[src/rtl/booth_multiplier.sv]
// Sequential radix-2 Booth multiplier, WIDTH+1 steps per product.
// Handles signed or unsigned operands, with abort and back-to-back start.
module booth_multiplier #(
  parameter int unsigned WIDTH = 32
) (
  input  logic             clock,
  input  logic             reset,
  input  logic             start,
  input  logic             signed_op,
  input  logic             abort,
  input  logic [WIDTH-1:0] InA,
  input  logic [WIDTH-1:0] InB,
  output logic [WIDTH-1:0] Hi,
  output logic [WIDTH-1:0] Lo,
  output logic             busy,
  output logic             done
);

  localparam int unsigned EXT_W  = WIDTH + 1;
  localparam int unsigned PROD_W = 2 * EXT_W + 1;
  localparam int unsigned CNT_W  = $clog2(WIDTH + 2);

  typedef enum logic {IDLE, RUN} fsmState;

  fsmState            state, stateNext;
  logic               launch, finish;
  logic [CNT_W-1:0]   stepCount;
  logic [PROD_W-1:0]  pReg, pNext;
  logic [EXT_W-1:0]   aReg, sReg, addend, sum;
  logic [EXT_W-1:0]   extA, extB;

  // The extra top bit keeps the most-negative and all-ones operands representable
  assign extA = signed_op ? {InA[WIDTH-1], InA} : {1'b0, InA};
  assign extB = signed_op ? {InB[WIDTH-1], InB} : {1'b0, InB};

  always_ff @(posedge clock or negedge reset) begin
    if (!reset) state <= IDLE;
    else        state <= stateNext;
  end

  always_comb begin
    stateNext = state;
    launch    = 1'b0;
    finish    = 1'b0;
    case (state)
      IDLE: begin
        if (start && !abort) begin
          stateNext = RUN;
          launch    = 1'b1;
        end
      end
      RUN: begin
        if (abort) begin
          stateNext = IDLE;
        end else if (stepCount == CNT_W'(WIDTH)) begin
          stateNext = IDLE;
          finish    = 1'b1;
        end
      end
      default: stateNext = IDLE;
    endcase
  end

  // One Booth step: add/sub on the upper field, then arithmetic shift right
  always_comb begin
    addend = '0;
    case (pReg[1:0])
      2'b01:   addend = aReg;
      2'b10:   addend = sReg;
      default: addend = '0;
    endcase
    sum   = pReg[PROD_W-1:EXT_W+1] + addend;
    pNext = {sum[EXT_W-1], sum, pReg[EXT_W:1]};
  end

  always_ff @(posedge clock or negedge reset) begin
    if (!reset) begin
      pReg      <= '0;
      aReg      <= '0;
      sReg      <= '0;
      stepCount <= '0;
      Hi        <= '0;
      Lo        <= '0;
      busy      <= 1'b0;
      done      <= 1'b0;
    end else begin
      busy <= (stateNext == RUN);
      done <= finish;
      if (launch) begin
        aReg      <= extA;
        sReg      <= -extA;
        pReg      <= {EXT_W'(0), extB, 1'b0};
        stepCount <= '0;
      end else if (state == RUN && !abort) begin
        pReg      <= pNext;
        stepCount <= stepCount + CNT_W'(1);
        if (finish) begin
          Hi <= pNext[2*WIDTH:WIDTH+1];
          Lo <= pNext[WIDTH:1];
        end
      end
    end
  end

endmodule

[config.mk]
export PLATFORM = sky130hd
export DESIGN_NAME = booth_multiplier
export DESIGN_NICKNAME = d
export VERILOG_FILES = /design/src/rtl/booth_multiplier.sv
export SDC_FILE = /design/constraint.sdc
export NUM_CORES = 1
export LEC_CHECK = 0
export ABC_CLOCK_PERIOD_IN_PS = 4200
export BUFFER_PORTS_ARGS = -buffer_cell sky130_fd_sc_hd__buf_2
export CAP_MARGIN = 20
export CELL_PAD_IN_SITES_DETAIL_PLACEMENT = 0
export CELL_PAD_IN_SITES_GLOBAL_PLACEMENT = 1
export CORE_MARGIN = 2
export CORE_UTILIZATION = 43
export CTS_CLUSTER_DIAMETER = 80
export CTS_CLUSTER_SIZE = 24
export DETAILED_ROUTE_END_ITERATION = 8
export GPL_ROUTABILITY_DRIVEN = 0
export PLACE_DENSITY_LB_ADDON = 0.1
export RECOVER_POWER = 50
export SYNTH_ARGS = -nofsm -noshare
export SYNTH_HDL_FRONTEND = slang
export SYNTH_SLANG_ARGS = --single-unit
[constraint.sdc]
create_clock -name clock -period 4.2 [get_ports clock]
set_clock_uncertainty 0.2 [all_clocks]
set_input_delay 0.42 -clock clock [delete_from_list [all_inputs] [get_ports clock]]
set_output_delay 0.42 -clock clock [all_outputs]
set_load 0.02 [all_outputs]
== After elaboration in Yosys (flattened, before gate mapping) ==
Index checks and enable logic that the tools add are counted.

* Register bits: 205
* Input port bits: 69
* Output and inout bits: 66
* Word-level logic and storage cells: 36

* Add/sub/neg operators: 3
* Equal/unequal tests: 3
* Multiplexer cells: 15
* Bitwise gates (word level): 2
* Reductions and logical operators: 5

{| class="wikitable"
|+ Operators with widths
! kind !! count
|-
| $mux W67 || 2
|-
| $mux W33 || 2
|-
| $pmux W33 S2 || 1
|-
| $add A33 B33 Y33 || 1
|-
| $neg A33 Y33 || 1
|-
| $mux W6 || 2
|-
| $mux W1 || 7
|-
| $add A6 B1 Y6 const B || 1
|-
| $eq A6 B6 Y1 const B || 1
|-
| $reduce_and A3 Y1 || 1
|-
| $eq A2 B1 Y1 const B || 1
|-
| $eq A2 B2 Y1 const B || 1
|-
| $logic_and A1 B1 Y1 || 2
|-
| $not A1 Y1 || 2
|-
| $pmux W1 S2 || 1
|-
| $reduce_bool A2 Y1 || 1
|-
| $logic_not A1 Y1 || 1
|}

== Depth between registers and ports, before layout ==
Gate-level depths: netlist of run 1.

* Depth after elaboration: 6
* Mapped depth: 17

== Worst setup path after synthesis of run 1 ==
No wires, ideal clock.

* Path kind: reg-to-reg
* Start: reg pReg[0]
* End: reg pReg[65]
* Library setup time: 0.126 ns
* Arrival time: 3.425 ns
* Path slack: 0.449 ns
* Cell stages (with the launch flop): 16
* Clock period less this slack: 3.751 ns
* Cell sequence: dfrtp_1 inv_1 ha_1 clkbuf_1 nor3b_1 ha_1 fa_1 a211oi_2 o211ai_1 a31oi_4 o2111ai_2 o211ai_2 a21oi_2 or4_1 and2_0 a221o_1

* Longest elaborated chain between the ends: 5
* Elaborated cells between the ends (all ways): 6
* Classes of those cells: add/sub (1); eq/ne (2); mux (3)

{| class="wikitable"
|+ Ends and longest elaborated chain
! what !! RTL line !! source
|-
| from (decl) || 28 || <nowiki>logic [PROD_W-1:0] pReg, pNext;</nowiki>
|-
| from (signal assigned) || 92 || <nowiki>pReg <= {EXT_W'(0), extB, 1'b0};</nowiki>
|-
| from (signal assigned) || 95 || <nowiki>pReg <= pNext;</nowiki>
|-
| $eq A2 B2 Y1 or $eq A2 B1 Y1 (tied branches) || 67 || <nowiki>case (pReg[1:0])</nowiki>
|-
| $pmux W33 S2 * || 67 ||
|-
| $add A33 B33 Y33 * || 72 || <nowiki>sum = pReg[PROD_W-1:EXT_W+1] + addend;</nowiki>
|-
| $mux W67 * || 94 || <nowiki>end else if (state == RUN && !abort) begin</nowiki>
|-
| $mux W67 * || 89 || <nowiki>if (launch) begin</nowiki>
|}

Every way passes the cells marked *; elsewhere a longest branch is shown, timed or not. The select of a mux whose other input is x is not followed.
A chain may end at the register's enable or synchronous reset.

== Worst setup path after layout of run 1 ==
Same ends and word-level chain as after synthesis.

==> flow_summary_export.csv, run 1 <==
group,metric,value,unit
synthesis,synth_area_per_cell,8.98,um2
clock_tree,cts_tree,"built",
clock_tree,ctsRootBufferMaster,"clkbuf_16",
timing,finalHoldWorstSlack,0.0242,ns
global_routing,grt_start_max_net_pins,104,
layout,postLayoutCellArea,0.0121,mm2
power_and_ir_drop,power_leakage,6.04,nW
synthesis,ys_top_cells_by_count,"nand2_1, dfrtp_1, o21ai_0, clkbuf_1, nor2_1",
global_routing,global_route_wire_length_before_repair,44.2,mm
routing,detailroute.via_count,8393,
synthesis,ys_types,62,
power_and_ir_drop,vdd_drop_max,0.000288,V
power_and_ir_drop,clock_power_share,31.4,%
synthesis,async_flop_share,100,%
layout,layout-area-overhead-vs-synth,15.9,%
critical_path,critPathMaxStageDelay,0.50,ns
timing,grt_setup_unrepaired,"false",
routing,drtPass1Iterations,5,
power_and_ir_drop,sw_frac_of_total,30.6,%
synthesis,synth_sequential_area_ratio,48.7,%
synthesis,postSynthNetCount,1269,
timing,finalSetupViolations,0,
floorplan,placeable_core_region,0.0241,mm2
run_status,failing_checks,"max-capacitance violations, max-slew violations",
clock_tree,clock_path_buffers,3,
flow_run,timing.max_cap.violations,1,
routing,m1WireLength,14.0,mm
routing,routed_wl,26.4,mm
power_and_ir_drop,comb_power_share,17.7,%
critical_path,criticalPathCategory,"reg2reg",
timing,clock.fmax,0.252,GHz
critical_path,critical_path.most_common_cell,"ha_1",
critical_path,worst_path_max_delay_cell,"or4_1",
global_routing,grt_antenna_before_repair,0,
worst_hold_path,count_of_cells_along_the_worst_hold_path,3,
global_routing,grt.overflow.total,0,
routing,top_layer_used,"met4",
run_status,status,"finished, violations left",
synthesis,syn-cell-area,0.0104,mm2
layout,drive_above_1_share,10.8,%
synthesis,synthTopCellsByArea,"dfrtp_1, nand2_1, ha_1",
power_and_ir_drop,power_frac_seq,51.0,%
global_routing,grtUsageTotal,20.9,%
clock_tree,cts_sinks,203,
timing,min_period_over_period,94.6,%
floorplan,number_of_placed_i_o_pins,135,
timing,worst_pin_slew,2.67,ns
critical_path,crit_path_end_kind,"flip-flop",
place,portBuffers,134,
clock_tree,clkSlewWorstSetupHoldPaths,0.10,ns
floorplan,die_w,160,um
synthesis,synth.most_common_cell,"nand2_1",
layout,diodes,0,
clock_tree,tritoncts.num_buffers,14,
routing,met2_wirelength_from_detailed_routing,10.8,mm
synthesis,synth-seq-cells,203,
power_and_ir_drop,power.density_cell_area,376,mW/mm2
critical_path,path_delay_family,"compound AO/OA/AOI/OAI gates",
clock_tree,worst_skew_pair.late_latency,0.50,ns
power_and_ir_drop,power_switching,1.39,mW
routing,drt-vias-per-instance,5.17,
floorplan,die_height,160,um
synthesis,post_synth_inst_count,1162,
critical_path,cp_data_arrival_time,4.15,ns
layout,finalNonFillerCells,1624,
floorplan,num_rows,57,
timing,hold_violations,0,
critical_path,number_of_buffer_and_inverter_stages_on_the_critical_path,2,
routing,wire_per_inst,16.3,um
critical_path,timing.critical_path.required,4.38,ns
synthesis,yosysTopAreaCellShare,48.7,%
synthesis,synthDominantAreaCellType,"dfrtp_1",
synthesis,number_of_enable_type_register_cells_in_the_synthesized_netlist,0,
timing,slew_headroom,-77.9,%
routing,drt-initial-drc-count,613,
critical_path,rr_worst_depth,16,
routing,detail_route.drc_violations,0,
critical_path,crit_path_start_kind,"flip-flop",
place,hpwl,18.2,mm
clock_tree,cts.htree.levels,1,
critical_path,critPathMaxFanout,15,
timing,finalCriticalPeriod,3.97,ns
worst_hold_path,hold_path_class,"in2reg",
routing,postRouteAntennaNets,0,
floorplan,start_util,43.3,%
place,postPlaceCellArea,0.0114,mm2
timing,setup_tns,0,ns
power_and_ir_drop,internal_power,3.15,mW
timing,finalMaxSlewViolations,102,
routing,detailroute.wirelength.met3,1.23,mm
critical_path,critical_path.cell_chain,"inv_1 -> ha_1 -> buf_4 -> nor2_1 -> nor3b_1 -> ha_1 -> fa_1 -> a211oi_2 -> o211ai_1 -> a31oi_4 -> o2111ai_2 -> o211ai_2 -> a21oi_2 -> or4_1 -> and2_0 -> a221o_1",
place,numPlacedInstances,1570,
global_routing,grt_pass1_vias,8262,
synthesis,yosysWarnings,0,
floorplan,die_area,0.0255,mm2
critical_path,cp_num_cells,16,
synthesis,synth_top_flop_cell,"dfrtp_1",
layout,final_net_count,1400,
worst paths after layout:
path / slack, ns / to / startpoint
setup / recovery: 0.23 / pReg[65] / pReg[0]
setup reg to reg: 0.23 / pReg[65] / pReg[0]
hold reg to reg: 0.28 / Hi[13] / Hi[13]
hold / removal: 0.02 / pReg[19] / InB[18]
max in group asynchronous: 1.07 / pReg[21] / reset
min in group asynchronous: 1.10 / Hi[13] / reset
power by group through the flow:
stage                     Combinational (mW)  Clock [mW]  Sequential (mW)
after floorplan                        0.536           0             2.29
after global placement                 0.770           0             2.35
after detailed placement               0.782           0             2.35
after CTS                              0.805        1.49             2.31
after global routing                   0.925        1.56             2.34
final                                  0.803        1.43             2.32
metal layers:
metal | GRT usage [%] | vias up
met5 | 0 | -
met4 | 3.28 | 0
met3 | 2.75 | 24
met2 | 30.1 | 180
met1 | 34.1 | 3966
li1 | - | 4223
worst reg2reg max path: cells and delay by family, from the launching register on:
kind	cells	cell delay, ns
buf+inv	2	0.24
flops	1	0.42
compound gates	7	1.34
simple gates	4	0.83
fa+ha+maj	3	0.84
cell families (layout without fill, tap and decap cells):
logic type | count (synthesis) | count (layout) | share of synthesized area (%)
buffers and inverters | 82 | 220 | 3.24
XOR/XNOR | 58 | 58 | 4.87
adder cells (fa/ha/maj) | 38 | 38 | 4.63
AO/OA/AOI/OAI | 264 | 264 | 16.7
flip-flops | 203 | 203 | 48.7
AND/OR/NAND/NOR | 501 | 501 | 20.3
multiplexers | 16 | 16 | 1.58
final cells by class:
cell class | count | area (um2)
Fill cell | 2395 | 12000
Sequential cell | 203 | 5080
Multi-Input combinational cell | 877 | 5060
Timing Repair Buffer | 184 | 1050
Tap cell | 324 | 405
Clock buffer | 15 | 375
Clock inverter | 8 | 76.3
Inverter | 13 | 48.8
cells in the final DEF, fill, tap and decap left out, types with 15 or more instances in the layout:
master	count
a21o_1	21
a21oi_1	32
a22o_1	28
a22oi_1	53
buf_2	68
buf_4	19
clkbuf_1	65
clkbuf_16	15
dfrtp_1	203
dlygate4sd3_1	30
ha_1	36
nand2_1	373
nor2_1	55
o21ai_0	89
xnor2_1	32
xor2_1	26
state kept, by name (all words and copies together) (netlist names):
register,count
Hi,32
Lo,32
aReg,33
busy,1
done,1
pReg,66
sReg,32
stepCount,6
stage by stage:
stage | setup WS, ns | power, mW | util, %
after floorplan | 0.449 | 2.82 | -
after global placement | 0.196 | 3.12 | 47.4
after detailed placement | 0.162 | 3.13 | 47.4
after CTS | 0.127 | 4.61 | 50.5
after global routing | 0.0296 | 4.82 | 50.2
final | 0.226 | 4.54 | 50.2
repair_timing:
| action | 4_1_cts | 5_1_grt |
|---|---|---|
| setup endpoints to repair | 0 | 13 |
| buffers inserted | 0 | 1 |
| hold endpoints to repair | 129 | 0 |
| gates resized for setup | 0 | 2 |
| hold buffers | 30 | 0 |
No activity file was read; power rests on OpenSTA's default activity.
==> run 2, diff against run 1 <==
- PLACE_DENSITY_LB_ADDON: 0.1 -> 0.25
==> flow_summary_export.csv, run 2 (same netlist as run 1, synthesis figures left out) <==
group,metric,value,unit
critical_path,criticalPathCategory,"reg2reg",
layout,number_of_flip_flops_under_the_largest_register_name,66,
floorplan,die_area,0.0255,mm2
timing,slew_headroom,-80.9,%
routing,detail_route.drc_violations,0,
layout,drive_above_1_share,11.2,%
critical_path,timing.critical_path.required,4.38,ns
timing,finalMaxSlewViolations,107,
layout,final_net_count,1405,
critical_path,worst_path_max_delay_cell,"or4_1",
timing,setup_tns,0,ns
power_and_ir_drop,sw_frac_of_total,30.6,%
critical_path,crit_path_start_kind,"flip-flop",
critical_path,cp_data_arrival_time,4.09,ns
layout,largest_register,"pReg",
power_and_ir_drop,clock_power_share,31.6,%
clock_tree,cts.htree.levels,1,
clock_tree,tritoncts.num_buffers,14,
routing,wire_per_inst,15.9,um
layout,top_regs,"pReg (66), aReg (33)",
layout,layout-area-overhead-vs-synth,15.8,%
critical_path,critPathMaxStageDelay,0.51,ns
timing,finalCriticalPeriod,3.91,ns
layout,most-common-layout-cells,"nand2_1, dfrtp_1, o21ai_0",
routing,drt-initial-drc-count,733,
place,hpwl,18.0,mm
layout,leading_cell_type_in_the_layout_fill_and_taps_excluded,"nand2_1",
run_status,failing_checks,"max-capacitance violations, max-slew violations",
clock_tree,clock_path_buffers,3,
layout,diodes,0,
routing,postRouteAntennaNets,0,
place,place_ws,0.0495,ns
timing,layout_setup_ws,0.286,ns
worst_hold_path,hold_path_class,"in2reg",
power_and_ir_drop,power_switching,1.39,mW
timing,min_period_over_period,93.2,%
clock_tree,ctsRootBufferMaster,"clkbuf_16",
power_and_ir_drop,vdd_drop_max,0.000255,V
timing,worst_pin_slew,2.71,ns
critical_path,critPathMaxFanout,21,
clock_tree,clkSlewWorstSetupHoldPaths,0.10,ns
power_and_ir_drop,power_leakage,6.05,nW
floorplan,number_of_placed_i_o_pins,135,
clock_tree,cts_tree,"built",
floorplan,die_height,160,um
critical_path,crit_path_end_kind,"flip-flop",
power_and_ir_drop,comb_power_share,17.8,%
flow_run,timing.max_cap.violations,1,
timing,grt_setup_unrepaired,"false",
timing,finalSetupViolations,0,
floorplan,placeable_core_region,0.0241,mm2
power_and_ir_drop,internal_power,3.16,mW
clock_tree,worst_skew_pair.late_latency,0.49,ns
critical_path,rrSetupSlack,0.29,ns
place,portBuffers,134,
routing,detailroute.via_count,8342,
routing,routed_wl,25.8,mm
critical_path,path_delay_family,"compound AO/OA/AOI/OAI gates",
global_routing,grt_pass1_vias,8210,
floorplan,num_rows,57,
routing,drt-vias-per-instance,5.12,
power_and_ir_drop,power.density_cell_area,376,mW/mm2
timing,hold_violations,0,
critical_path,number_of_buffer_and_inverter_stages_on_the_critical_path,1,
critical_path,critical_path.cell_chain,"inv_1 -> ha_2 -> nor2_1 -> nor3b_1 -> ha_1 -> fa_1 -> a211oi_2 -> o211ai_1 -> a31oi_4 -> o2111ai_2 -> o211ai_2 -> a21oi_2 -> or4_1 -> and2_0 -> a221o_1",
power_and_ir_drop,fin_total_pwr,4.55,mW
global_routing,global_route_wire_length_before_repair,43.3,mm
routing,drtPass1Iterations,5,
timing,clock.fmax,0.255,GHz
global_routing,grt_start_max_net_pins,107,
floorplan,start_util,43.3,%
global_routing,grt.overflow.total,0,
floorplan,die_w,160,um
global_routing,grt_antenna_before_repair,0,
power_and_ir_drop,power_frac_seq,50.7,%
run_status,status,"finished, violations left",
clock_tree,cts_sinks,203,
global_routing,grtUsageTotal,20.4,%
[run 2: cell types whose count changed in the layout (fill, tap and decap cells not counted), sizes merged]
cell / change
clkinvlp: +1
clkbuf: +5
clkinv: -2
dlygate4sd3: -2
buf: +2
[run 2: cell type report]
type,instances,area [um2]
Clock buffer,15,375
Inverter,13,48.8
Fill cell,2438,12000
Sequential cell,203,5080
Tap cell,324,405
Multi-Input combinational cell,877,5040
Clock inverter,7,73.8
Timing Repair Buffer,189,1060
[run 2: stage by stage]
| stage | area [um2] | std cells | utilization [%] | hold slack [ns] |
|---|---|---|---|---|
| after floorplan | 10400 | 1162 | - | -0.0756 |
| after global placement | 11500 | 1578 | 47.6 | 0.252 |
| after detailed placement | 11500 | 1578 | 47.6 | 0.256 |
| after CTS | 12200 | 1628 | 50.6 | 0.00590 |
| after global routing | 12100 | 1628 | 50.1 | 0.0204 |
| final | 12100 | 1628 | 50.1 | 0.0170 |
[run 2: routing by layer]
layer | vias up | wire (um) | GRT usage (%) | share of wire [%]
met1 | 3935 | 13800 | 32.9 | 53
met5 | - | 0 | 0 | 0
met4 | 0 | 325 | 3.36 | 1.3
met3 | 22 | 898 | 1.95 | 3.5
li1 | 4232 | - | - | -
met2 | 153 | 10800 | 30.2 | 42
[run 2: worst min-delay path: stages]
cell     delay, ns
buf_2         0.14
nand2_1       0.07
nand2_1       0.04
[run 2: power by group through the flow]
stage          logic (mW)  clock network (mW)  registers (mW)
3_5_place_dp        0.796                   0            2.34
4_1_cts             0.818                1.48            2.30
3_3_place_gp        0.778                   0            2.34
2_1_floorplan       0.536                   0            2.29
6_report            0.807                1.44            2.30
5_1_grt             0.928                1.54            2.33
[run 2: repair_timing]
item                                    4_1_cts  5_1_grt
hold buffers                                 28        0
endpoints found under the setup margin        0       12
gates resized for setup                       0        2
hold endpoints to repair                    129        0
buffers inserted                              0        0
[run 2: worst paths after layout]
check	from	endpoint	cells past startpoint
max in group asynchronous	reset	aReg[20]	3
min	InA[29]	aReg[29]	3
min reg2reg	Hi[15]	Hi[15]	2
min in group asynchronous	reset	aReg[11]	2
max	pReg[0]	pReg[65]	15
max reg2reg	pReg[0]	pReg[65]	15
==> run 3, diff against run 2 <==
- HOLD_SLACK_MARGIN: unset -> 0.05
- SLEW_MARGIN: unset -> 40
==> flow_summary_export.csv, run 3 (same netlist as run 1, synthesis figures left out) <==
group,metric,value,unit
run_status,status,"finished, violations left",
run_status,failing_checks,"max-capacitance violations, max-slew violations",
timing,grt_setup_unrepaired,"false",
worst_hold_path,min_to,"pReg[16]",
place,place_ws,0.0433,ns
layout,final_net_count,1437,
global_routing,grt_start_max_net_pins,107,
timing,finalSetupViolations,0,
layout,largest_register,"pReg",
floorplan,die_area,0.0255,mm2
power_and_ir_drop,power.density_cell_area,370,mW/mm2
routing,detail_route.drc_violations,0,
power_and_ir_drop,power_frac_seq,49.9,%
floorplan,number_of_placed_i_o_pins,135,
layout,number_of_flip_flops_under_the_largest_register_name,66,
routing,drt-initial-drc-count,570,
power_and_ir_drop,fin_total_pwr,4.61,mW
critical_path,r2r_start,"pReg[0]",
routing,drtPass1Iterations,4,
power_and_ir_drop,vdd_drop_max,0.000233,V
timing,min_period_over_period,93.0,%
power_and_ir_drop,power_switching,1.38,mW
worst_hold_path,timing.hold.worst.start,"InB[15]",
global_routing,grt.overflow.total,0,
timing,finalHoldWorstSlack,0.0676,ns
global_routing,global_route_wire_length_before_repair,43.9,mm
routing,drt-vias-per-instance,5.12,
layout,finalNonFillerCells,1660,
global_routing,grt_antenna_before_repair,0,
critical_path,timing.critical_path.required,4.37,ns
routing,postRouteAntennaNets,0,
timing,worst_pin_slew,2.71,ns
global_routing,grtUsageTotal,20.6,%
routing,routed_wl,25.9,mm
power_and_ir_drop,power_leakage,6.30,nW
clock_tree,tritoncts.num_buffers,14,
timing,finalMaxSlewViolations,107,
worst_hold_path,hold_path_class,"in2reg",
place,numPlacedInstances,1578,
layout,layout-area-overhead-vs-synth,19.5,%
place,postPlaceCellArea,0.0115,mm2
floorplan,num_rows,57,
power_and_ir_drop,comb_power_share,18.1,%
timing,hold_violations,0,
place,portBuffers,134,
layout,diodes,0,
clock_tree,clkSlewWorstSetupHoldPaths,0.09,ns
clock_tree,cts.htree.levels,1,
critical_path,cp_data_arrival_time,4.07,ns
timing,setup_tns,0,ns
power_and_ir_drop,sw_frac_of_total,30.0,%
critical_path,rr_worst_depth,15,
critical_path,critical_path.reg2reg.endpoint,"pReg[65]",
floorplan,start_util,43.3,%
layout,top_regs,"pReg (66), aReg (33)",
critical_path,critPathMaxFanout,21,
layout,leading_cell_type_in_the_layout_fill_and_taps_excluded,"nand2_1",
layout,finalCoreUtilization,51.8,%
critical_path,criticalPathCategory,"reg2reg",
routing,detailroute.via_count,8499,
layout,drive_above_1_share,12.9,%
routing,wire_per_inst,15.6,um
power_and_ir_drop,internal_power,3.23,mW
floorplan,die_w,160,um
floorplan,placeable_core_region,0.0241,mm2
critical_path,rrSetupSlack,0.29,ns
timing,layout_setup_ws,0.294,ns
layout,nFillCells,2382,
flow_run,timing.max_cap.violations,1,
clock_tree,ctsRootBufferMaster,"clkbuf_16",
critical_path,crit_path_start_kind,"flip-flop",
layout,most-common-layout-cells,"nand2_1, dfrtp_1, buf_2",
timing,finalCriticalPeriod,3.91,ns
global_routing,grt_pass1_vias,8398,
timing,clock.fmax,0.256,GHz
layout,postLayoutCellArea,0.0125,mm2
clock_tree,worst_skew_pair.late_latency,0.48,ns
critical_path,crit_path_end_kind,"flip-flop",
clock_tree,clock_path_buffers,3,
clock_tree,cts_tree,"built",
clock_tree,postCtsSetupRepairBufs,0,
clock_tree,cts_sinks,203,
timing,slew_headroom,-80.4,%
power_and_ir_drop,clock_power_share,32.0,%
worst_hold_path,count_of_cells_along_the_worst_hold_path,3,
floorplan,die_height,160,um
place,hpwl,18.1,mm
## run 3: worst max path at each step
stage | from | to | cells past startpoint | slack [ns]
3_3_place_gp | pReg[0] | pReg[65] | 15 | 0.20
5_1_grt | pReg[0] | pReg[65] | 15 | 0.04
6_report | pReg[0] | pReg[65] | 15 | 0.29
2_1_floorplan | pReg[0] | pReg[65] | 15 | 0.45
4_1_cts | pReg[0] | pReg[65] | 14 | 0.06
3_5_place_dp | pReg[0] | pReg[65] | 14 | 0.04
## run 3: metal layers
metal	share of wire (%)	vias up	global-route usage (%)	wire length (um)
met5	0	-	0	0
met4	1.3	0	3.52	337
met3	3.0	24	1.87	778
met2	42	141	31.4	11000
met1	53	4038	32.5	13800
li1	-	4296	-	-
## run 3: area by class of cell
type                    count  area [um2]  share of cell area, %
flip-flops and latches    203        5080                   40.7
multi-input cells         877        5060                   40.5
inverters                  13        48.8                  0.391
clock inverters             7        95.1                  0.762
well taps                 324         405                   3.25
repair buffers            221        1420                   11.4
clock buffers              15         375                   3.01
## run 3: power groups by stage
stage | Sequential [mW] | Combinational [mW] | Clock, mW
after floorplan | 2.29 | 0.536 | 0
after detailed placement | 2.34 | 0.799 | 0
after global routing | 2.33 | 0.953 | 1.57
final | 2.30 | 0.833 | 1.48
after CTS | 2.30 | 0.843 | 1.53
after global placement | 2.34 | 0.778 | 0
## run 3: repair_timing
item | 4_1_cts | 5_1_grt
resized for setup | 0 | 3
endpoints found under the hold margin | 166 | 0
hold buffers | 60 | 0
endpoints found under the setup margin | 0 | 13
## run 3: critical path, cell delays in order (launching register included)
cell and delay, ns:
dfrtp_1 0.39, inv_1 0.06, ha_2 0.31, nor2_1 0.13, nor3b_1 0.06, ha_1 0.20, fa_1 0.44, a211oi_2 0.28
o211ai_1 0.20, a31oi_4 0.19, o2111ai_2 0.14, o211ai_2 0.13, a21oi_2 0.09, or4_1 0.51, and2_0 0.18, a221o_1 0.31
